$ cat src/rtl/skid_reg_pkg.sv
// Shared types for the backward-path register slice.
package skid_reg_pkg;

  typedef enum logic [1:0] {
    EMPTY = 2'd0,
    BUSY  = 2'd1,
    FULL  = 2'd2
  } skid_st_e;

  localparam int unsigned SKID_ENTRIES = 2;

endpackage

$ cat src/rtl/skid_reg.sv
// Two-entry skid buffer: registered din_ready breaks the combinational ready chain
// while sustaining one transfer per cycle.
module skid_reg
  import skid_reg_pkg::*;
#(
  parameter int unsigned DIN = 16
) (
  input  logic           clk,
  input  logic           rst,
  input  logic           din_valid,
  input  logic [DIN-1:0] din_data,
  output logic           din_ready,
  output logic           dout_valid,
  output logic [DIN-1:0] dout_data,
  input  logic           dout_ready
);

  skid_st_e       r_st;
  skid_st_e       w_st_nxt;
  logic           r_ready;
  logic [DIN-1:0] r_main;
  logic [DIN-1:0] r_skid;

  logic           w_in;
  logic           w_out;
  logic           w_load_main_din;
  logic           w_load_main_skid;
  logic           w_load_skid;

  assign w_in       = din_valid & r_ready;
  assign w_out      = (r_st != EMPTY) & dout_ready;
  assign din_ready  = r_ready;
  assign dout_valid = (r_st != EMPTY);
  assign dout_data  = r_main;

  always_comb begin
    w_st_nxt         = r_st;
    w_load_main_din  = 1'b0;
    w_load_main_skid = 1'b0;
    w_load_skid      = 1'b0;
    case (r_st)
      EMPTY: begin
        if (w_in) begin
          w_st_nxt        = BUSY;
          w_load_main_din = 1'b1;
        end
      end
      BUSY: begin
        if (w_in && w_out) begin
          w_load_main_din = 1'b1;
        end else if (w_in) begin
          w_st_nxt    = FULL;
          w_load_skid = 1'b1;
        end else if (w_out) begin
          w_st_nxt = EMPTY;
        end
      end
      FULL: begin
        // din is never sampled here: r_ready was cleared when the skid entry landed
        if (w_out) begin
          w_st_nxt         = BUSY;
          w_load_main_skid = 1'b1;
        end
      end
      default: w_st_nxt = EMPTY;
    endcase
  end

  always_ff @(posedge clk or posedge rst) begin
    if (rst) begin
      r_st    <= EMPTY;
      r_ready <= 1'b0;
    end else begin
      r_st    <= w_st_nxt;
      r_ready <= (w_st_nxt != FULL);
    end
  end

  // Data registers carry no reset; dout_data is meaningless while dout_valid is low.
  always_ff @(posedge clk) begin
    if (w_load_main_din) begin
      r_main <= din_data;
    end else if (w_load_main_skid) begin
      r_main <= r_skid;
    end
    if (w_load_skid) begin
      r_skid <= din_data;
    end
  end

endmodule

$ cat config.mk
export PLATFORM = sky130hd
export DESIGN_NAME = skid_reg
export DESIGN_NICKNAME = d
export VERILOG_FILES = /design/src/rtl/skid_reg_pkg.sv /design/src/rtl/skid_reg.sv
export SDC_FILE = /design/constraint.sdc
export NUM_CORES = 1
export LEC_CHECK = 0
export CAP_MARGIN = 20
export CORE_UTILIZATION = 29
export DETAILED_ROUTE_END_ITERATION = 6
export SETUP_SLACK_MARGIN = 0.02
export SLEW_MARGIN = 20
export SYNTH_ARGS = -nofsm -noshare
export SYNTH_HDL_FRONTEND = slang
export SYNTH_SLANG_ARGS = --single-unit
$ cat constraint.sdc
create_clock -name clk -period 5.3 [get_ports clk]
set_clock_uncertainty 0.15 [all_clocks]
set_input_delay 1.06 -clock clk [delete_from_list [all_inputs] [get_ports clk]]
set_output_delay 1.06 -clock clk [all_outputs]
set_load 0.01 [all_outputs]
==> flow_summary.ini, run 1 <==
[logic_synthesis]
yosysWarnings = 0
synth.distinct_cells = 16
synth_top_cells_by_area = edfxtp_1 70%, mux2_4 9.8%, mux2_2 6.5%
synth.yosys.seq_area_share_pct = 75.20
synth_common_cells = 32 x edfxtp_1, 9 x mux2_4, 8 x mux2_2, 3 x dfrtp_1
yosysTopAreaCellShare_pct = 69.75
syn_area_um2 = 1378
yosysTopAreaCell = edfxtp_1
synthFlopType = edfxtp_1
synth_seq_cells = 35
yosys.cell_count.top_type = edfxtp_1
syn_nets = 87
synth-edff-count = 32
async_reset_ff_share_pct = 8.571
syn_avg_cell_area_um2 = 20.56
synth_cells = 67

[sta]
fin_crit_sh_pct = 58.12
worstMarginPinSlew_ps = 934.9
fmax_mhz = 324.7
max_slew_margin_pct = 37.47
min_period_ps = 3080
rsz0062_at_grt = no
setup_slack_ps = 2220
whs_ps = 347.0
finalSetupViolCount = 0
tns_ps = 0
finalHoldViolCount = 0
maxSlewViolCount = 0

[global_route]
grt_first_pass_wirelength_um = 3843
grt_pass1_vias = 771
globalRouteOverflowTotal = 0
antenna_found_initial = 0
grt_usage_pct = 10.43
grt_max_degree = 19

[clocking]
clk_pin_slew_ps = 60
postCtsResizedCells = 0
hold_buffers = 0
cts_setup_buffers = 0
cts.sinks = 35
cts-root-buf = clkbuf_8
cts_buffers = 5
clk_latency_ps = 280
h-tree-depth = 2
cts_buffer_depth = 2
cts_tree = yes

[critical_path]
crit_chain = clkdlybuf4s50_1, nand2_2, nor3_4, o21bai_1, buf_4
end_kind = flip-flop
cp-start-kind = primary input
path_buf_inv = 2
crit_slowest_cell = nor3_4
critical_path_class = in2reg
cp.arrival_ps = 2900
worst_ep_required_time_ps = 5120
path_max_fanout = 17
cp_top_family = simple AND/OR/NAND/NOR gates
slowest_delay_ps = 780

[pwr]
p_switching_mw = 0.1954
seqPwrFrac_pct = 49.6
leakage_nw = 0.6755
worst_ir_drop_vdd_mv = 0.1046
comb_power_share_pct = 28.2
pwr_density_cell_nw_per_um2 = 413.9
clockPowerShare_pct = 22.2
total_power_mw = 0.7825
intPower_mw = 0.5872
p_sw_share_pct = 24.97

[die]
die_h_um = 70.92
die_area_um2 = 5030
core-area_um2 = 4474
start_util_pct = 30.79
fp.dieW_um = 70.92
io_pins = 38
rows = 24

[finish]
fin_area_um2 = 1891
area_growth_pct = 37.24
finalNonFillerCells = 164
num-nets-final = 132
final_core_util_pct = 42.25
final.fill_count = 396
final_layout_size_suffix_gt1_share_pct = 27.68
diodes = 0

[status]
violations = design-rule violations
status = finished with violations

[place]
place_congestion = 0.6321
place_inst = 157
port_buffers = 37
post-place-ws_ps = 1890
dp_hpwl_um = 1633
place_area_um2 = 1813

[route]
wirelength_um = 2320
via_per_inst = 4.390
dr_total_vias = 720
drc_errors = 2
wl_per_cell_um = 14.15
first_pass_iters = 7
drtIter0Drc = 57
ant_nets = 0

[run]
maxCapViolCount = 0

[hold_path]
hp-class = reg2reg
final cells by class:
class	instances	area [um2]	area share, %
Timing Repair Buffer	39	385.4	20.38
Clock buffer	5	68.82	3.640
Sequential cell	35	1036	54.80
Clock inverter	2	8.758	0.4633
Tap cell	52	65.06	3.441
Inverter	2	7.507	0.3971
Multi-Input combinational cell	29	319.1	16.88
metal layers:
| metal | up-vias | global-route usage, % | routed length, um |
|---|---|---|---|
| met5 | - | 0 | 0 |
| met4 | 0 | 8.000 | 70 |
| met3 | 7 | 3.134 | 156 |
| met2 | 30 | 15.71 | 1106 |
| met1 | 338 | 12.58 | 986 |
| li1 | 345 | - | - |
layout by cell type (no fill, tap or decap):
master and count:
o21bai_1 1, dfrtp_1 3, nor2_1 2, mux2_2 8, mux2i_1 1, nor3b_2 1
clkdlybuf4s50_1 37, clkinv_1 1, o22ai_1 1, inv_1 2, nand2b_1 1, nand2_2 1
buf_4 2, clkinv_2 1, nor3_4 1, or2_2 2, clkbuf_8 5, edfxtp_1 32
mux2_4 9, nor2b_2 1
cells by family (layout without fill, tap and decap cells):
kind of cell / after synthesis / count (layout) / share of synthesized area [%]
buf+inv: 3 / 48 / 1.998
flops: 35 / 35 / 75.20
simple gates: 9 / 9 / 4.724
compound gates: 2 / 2 / 0.9996
mux: 18 / 18 / 17.08
power groups by stage:
stage / sequential (mW) / clock, mW / combinational [mW]
floorplan: 0.410 / 0 / 0.107
global placement: 0.394 / 0 / 0.220
CTS: 0.389 / 0.181 / 0.225
detailed placement: 0.395 / 0 / 0.224
global route: 0.394 / 0.193 / 0.236
finish: 0.388 / 0.174 / 0.221
worst paths after layout:
check                                 to      start  slack (ps)  cells past startpoint
min in group asynchronous        r_st[0]        rst         790                      2
max reg2reg                dout_data[11]    r_st[0]        3070                      4
max                        dout_data[11]  din_valid        2220                      5
min reg2reg                      r_st[0]    r_st[0]         350                      1
min                              r_st[0]    r_st[0]         350                      1
max in group asynchronous        r_st[1]        rst        4080                      2
state kept, by name, summed over array words and instances (netlist names):
signal / flops
r_skid: 16
dout_data: 16
din_ready: 1
r_st: 2
No activity file was read; power rests on OpenSTA's default activity.
==> run 2: changes to the inputs <==
==> constraint.sdc (replaced) <==
create_clock -name clk -period 2.8 [get_ports clk]
set_clock_uncertainty 0.15 [all_clocks]
set_input_delay 0.56 -clock clk [delete_from_list [all_inputs] [get_ports clk]]
set_output_delay 0.56 -clock clk [all_outputs]
set_load 0.01 [all_outputs]
==> run 2 against run 1 <==
The run still ends with design-rule violations left. Clock power is 90% higher. Combinational power is 95% higher. Cell count is 1.8% higher. Worst setup slack worse by 1600 ps. Critical path type is now reg2out.
==> flow_summary.ini, run 2 (synthesis results as in run 1) <==
[sta]
min_period_ps = 2223
max_slew_margin_pct = 83.41
finalHoldViolCount = 0
whs_ps = 304.5
setup_slack_ps = 576.9
finalSetupViolCount = 0
worstMarginPinSlew_ps = 248.9
fin_crit_sh_pct = 79.40
fmax_mhz = 449.8
tns_ps = 0
maxSlewViolCount = 0
rsz0062_at_grt = no

[clocking]
clk_pin_slew_ps = 60
cts-root-buf = clkbuf_8
cts_setup_buffers = 0
cts_buffers = 5
cts.sinks = 35
cts_tree = yes
hold_buffers = 0
h-tree-depth = 2
postCtsResizedCells = 0
cts_buffer_depth = 2
clk_latency_ps = 280

[finish]
area_growth_pct = 38.87
final_core_util_pct = 42.76
num-nets-final = 135
final_layout_size_suffix_gt1_share_pct = 29.57
fin_area_um2 = 1913
final_common_cell = clkdlybuf4s50_1
diodes = 0
final_cell_mix = 37 x clkdlybuf4s50_1, 32 x edfxtp_1, 9 x mux2_4

[global_route]
antenna_found_initial = 0
grt_usage_pct = 10.13
grt_pass1_vias = 728
grt_max_degree = 17
grt_first_pass_wirelength_um = 3663
globalRouteOverflowTotal = 0

[route]
dr_total_vias = 735
wirelength_um = 2343
drtIter0Drc = 60
wl_per_cell_um = 14.03
ant_nets = 0
via_per_inst = 4.401
drc_errors = 10
first_pass_iters = 6

[run]
maxCapViolCount = 0

[die]
die_h_um = 70.92
fp.dieW_um = 70.92
core-area_um2 = 4474
io_pins = 38
start_util_pct = 30.79
die_area_um2 = 5030
rows = 24

[status]
status = finished with violations
violations = design-rule violations

[critical_path]
path_max_fanout = 6
cp-start-kind = flip-flop
ff2ff_setup_slack_ps = 1080
critical_path_class = reg2out
end_kind = output port
cp.arrival_ps = 1510
worst_ep_required_time_ps = 2090

[hold_path]
hp-class = in2async

[pwr]
intPower_mw = 1.122
leakage_nw = 0.6910
p_switching_mw = 0.3745
clockPowerShare_pct = 22.0
worst_ir_drop_vdd_mv = 0.2908
pwr_density_cell_nw_per_um2 = 782.4
comb_power_share_pct = 28.9
seqPwrFrac_pct = 49.1
p_sw_share_pct = 25.02

[place]
dp_hpwl_um = 1638
port_buffers = 37
place_area_um2 = 1836
post-place-ws_ps = 412.0
place_congestion = 0.6715
run 2: cell types whose count changed in the layout (fill, tap and decap cells not counted), sizes merged:
cell,delta
buf,+3
run 2: path summary, 6_finish.rpt:
kind,cells after the start,to,start
worst max-delay path,2,dout_valid,r_st[1]
worst min-delay path,2,r_st[1],rst
worst max register to register,4,dout_data[2],r_st[0]
worst min register to register,1,r_st[0],r_st[0]
max in group asynchronous,2,din_ready,rst
min in group clk,1,r_st[0],r_st[0]
run 2: metrics by stage:
| step | power [mW] | cells |
|---|---|---|
| floorplan | 0.9798 | 67 |
| global placement | 1.176 | 160 |
| detailed placement | 1.186 | 160 |
| CTS | 1.522 | 167 |
| global route | 1.573 | 167 |
| finish | 1.497 | 167 |
run 2: power by group through the flow:
stage	registers [mW]	clock network (mW)	logic [mW]
2_1_floorplan	0.777	0	0.203
3_3_place_gp	0.744	0	0.433
3_5_place_dp	0.747	0	0.439
4_1_cts	0.736	0.346	0.441
5_1_grt	0.745	0.367	0.461
6_report	0.734	0.330	0.432
run 2: per-layer routing:
layer	global-route usage, %	routed length (um)	vias to the layer above
li1	-	-	347
met3	4.274	154	6
met2	15.60	1093	28
met4	6.000	60	0
met5	0	0	-
met1	11.83	1035	354
run 2: cell type report:
class | count | area (um2)
fillers | 394 | 2561
repair buffers | 42 | 407.9
flip-flops and latches | 35 | 1036
clock inverters | 2 | 8.758
multi-input cells | 29 | 319.1
inverters | 2 | 7.507
well taps | 52 | 65.06
clock buffers | 5 | 68.82
run 2: critical path, cell delays in order, from the launching register on:
cell             delay [ps]
dfrtp_1                 460
or2_2                   300
clkdlybuf4s50_1         480
==> run 3: changes to the inputs <==
==> constraint.sdc (replaced) <==
create_clock -name clk -period 2 [get_ports clk]
set_clock_uncertainty 0.15 [all_clocks]
set_input_delay 0.4 -clock clk [delete_from_list [all_inputs] [get_ports clk]]
set_output_delay 0.4 -clock clk [all_outputs]
set_load 0.01 [all_outputs]
==> run 3 against run 2 <==
Global-route usage is 0.35 points higher. Clock power is 38% higher. Core utilization is 1.1 points higher. First-iteration DRC count is 60% higher. Worst setup slack worse by 430 ps. Sequential share of layout area is 1.3 points lower. Critical path type unchanged. Routed wire length is 0.51% higher. Sequential power is 40% higher. Via count is 3.1% higher. Count of clock-buffer cells in the layout stayed put. Die area stayed put. The flow still finishes with violations (design-rule violations).
==> flow_summary.ini, run 3 (synthesis results as in run 1) <==
[status]
status = finished with violations
violations = design-rule violations

[die]
fp.dieW_um = 70.92
die_area_um2 = 5030
die_h_um = 70.92
start_util_pct = 30.79
rows = 24
io_pins = 38
core-area_um2 = 4474

[sta]
min_period_ps = 1854
worstMarginPinSlew_ps = 283.3
rsz0062_at_grt = no
tns_ps = 0
max_slew_margin_pct = 81.03
maxSlewViolCount = 0
finalHoldViolCount = 0
finalSetupViolCount = 0
fin_crit_sh_pct = 92.69
fmax_mhz = 539.4

[critical_path]
worst_ep_required_time_ps = 1450
path_buf_inv = 1
slowest_delay_ps = 460
cp_top_family = flip-flops
critical_path_class = reg2out
ff2ff_setup_slack_ps = 300
end_kind = output port
r2r_cells = 4
path_max_fanout = 6
crit_cells = 2
cp-start-kind = flip-flop
crit_chain = or2_2, dlygate4sd2_1
crit_slowest_cell = dfrtp_2
cp.arrival_ps = 1300

[global_route]
globalRouteOverflowTotal = 0
antenna_found_initial = 0
grt_max_degree = 17
grt_first_pass_wirelength_um = 3843
grt_pass1_vias = 751
grt_usage_pct = 10.47

[route]
wl_per_cell_um = 14.02
via_per_inst = 4.512
wirelength_um = 2355
drc_errors = 10
first_pass_iters = 5
ant_nets = 0
drtIter0Drc = 96
dr_total_vias = 758

[clocking]
cts_buffers = 5
cts-root-buf = clkbuf_8
h-tree-depth = 2
cts_setup_buffers = 0
cts.sinks = 35
clk_pin_slew_ps = 60
clk_latency_ps = 270
cts_tree = yes
cts_buffer_depth = 2

[finish]
area_growth_pct = 42.42
final_cell_mix = 36 x clkdlybuf4s50_1, 32 x edfxtp_1, 9 x mux2_4
final.fill_count = 394
diodes = 0
final_core_util_pct = 43.85
final_common_cell = clkdlybuf4s50_1
num-nets-final = 136
final_layout_size_suffix_gt1_share_pct = 31.90

[place]
dp_hpwl_um = 1649
place_congestion = 0.7233
port_buffers = 37

[pwr]
total_power_mw = 2.134
worst_ir_drop_vdd_mv = 0.5351
leakage_nw = 0.7098
pwr_density_cell_nw_per_um2 = 1088
p_switching_mw = 0.5301
p_sw_share_pct = 24.84
intPower_mw = 1.604
comb_power_share_pct = 30.5
seqPwrFrac_pct = 48.2
clockPowerShare_pct = 21.3

[hold_path]
hp-class = in2async

[run]
maxCapViolCount = 0
[run 3: cell types whose count changed in the layout (fill, tap and decap cells not counted), sizes merged]
cell,change
buf,+1
clkdlybuf4s50,-1
dlygate4sd2,+1
[run 3: power by group through the flow]
stage	clock [mW]	sequential (mW)	combinational [mW]
final	0.454	1.03	0.650
after global routing	0.508	1.04	0.694
after CTS	0.473	1.03	0.663
after detailed placement	0	1.05	0.667
after global placement	0	1.04	0.655
after floorplan	0	1.09	0.289
[run 3: path summary, 6_finish.rpt]
check | startpoint | to
min reg2reg | r_st[0] | r_st[0]
min in group clk | r_st[0] | r_st[0]
max reg2reg | r_st[0] | dout_data[2]
min | rst | din_ready
max in group asynchronous | rst | r_st[1]
max | r_st[1] | dout_valid
[run 3: layer usage]
| layer | vias to the layer above | part of all wire [%] | GRT usage [%] |
|---|---|---|---|
| li1 | 352 | - | - |
| met1 | 373 | 46 | 13.54 |
| met2 | 31 | 46 | 14.96 |
| met3 | 2 | 6.7 | 4.558 |
| met4 | 0 | 0.89 | 5.333 |
| met5 | - | 0 | 0 |
[run 3: layout make-up]
type | count | area [um2] | area share, %
sequential | 35 | 1037 | 52.87
multi-input combinational | 29 | 322.8 | 16.45
inverter | 2 | 7.507 | 0.3827
tap | 52 | 65.06 | 3.316
clock buffer | 5 | 68.82 | 3.508
timing repair buffer | 43 | 451.7 | 23.02
clock inverter | 2 | 8.758 | 0.4464
[run 3: timing repair]
item | 4_1_cts | 5_1_grt
gates resized for setup | 2 | 0
setup endpoints to repair | 1 | 0
hold buffers | 0 | 0
[run 3: per-stage QoR]
stage	instances	setup WS [ps]	area, um2	hold slack [ps]
after floorplan	67	110.0	1386	3.644
after global placement	161	-104.5	1884	323.8
after detailed placement	161	-137.2	1884	341.9
after CTS	168	135.1	1962	134.1
after global routing	168	97.06	1962	153.0
final	168	146.1	1962	146.1
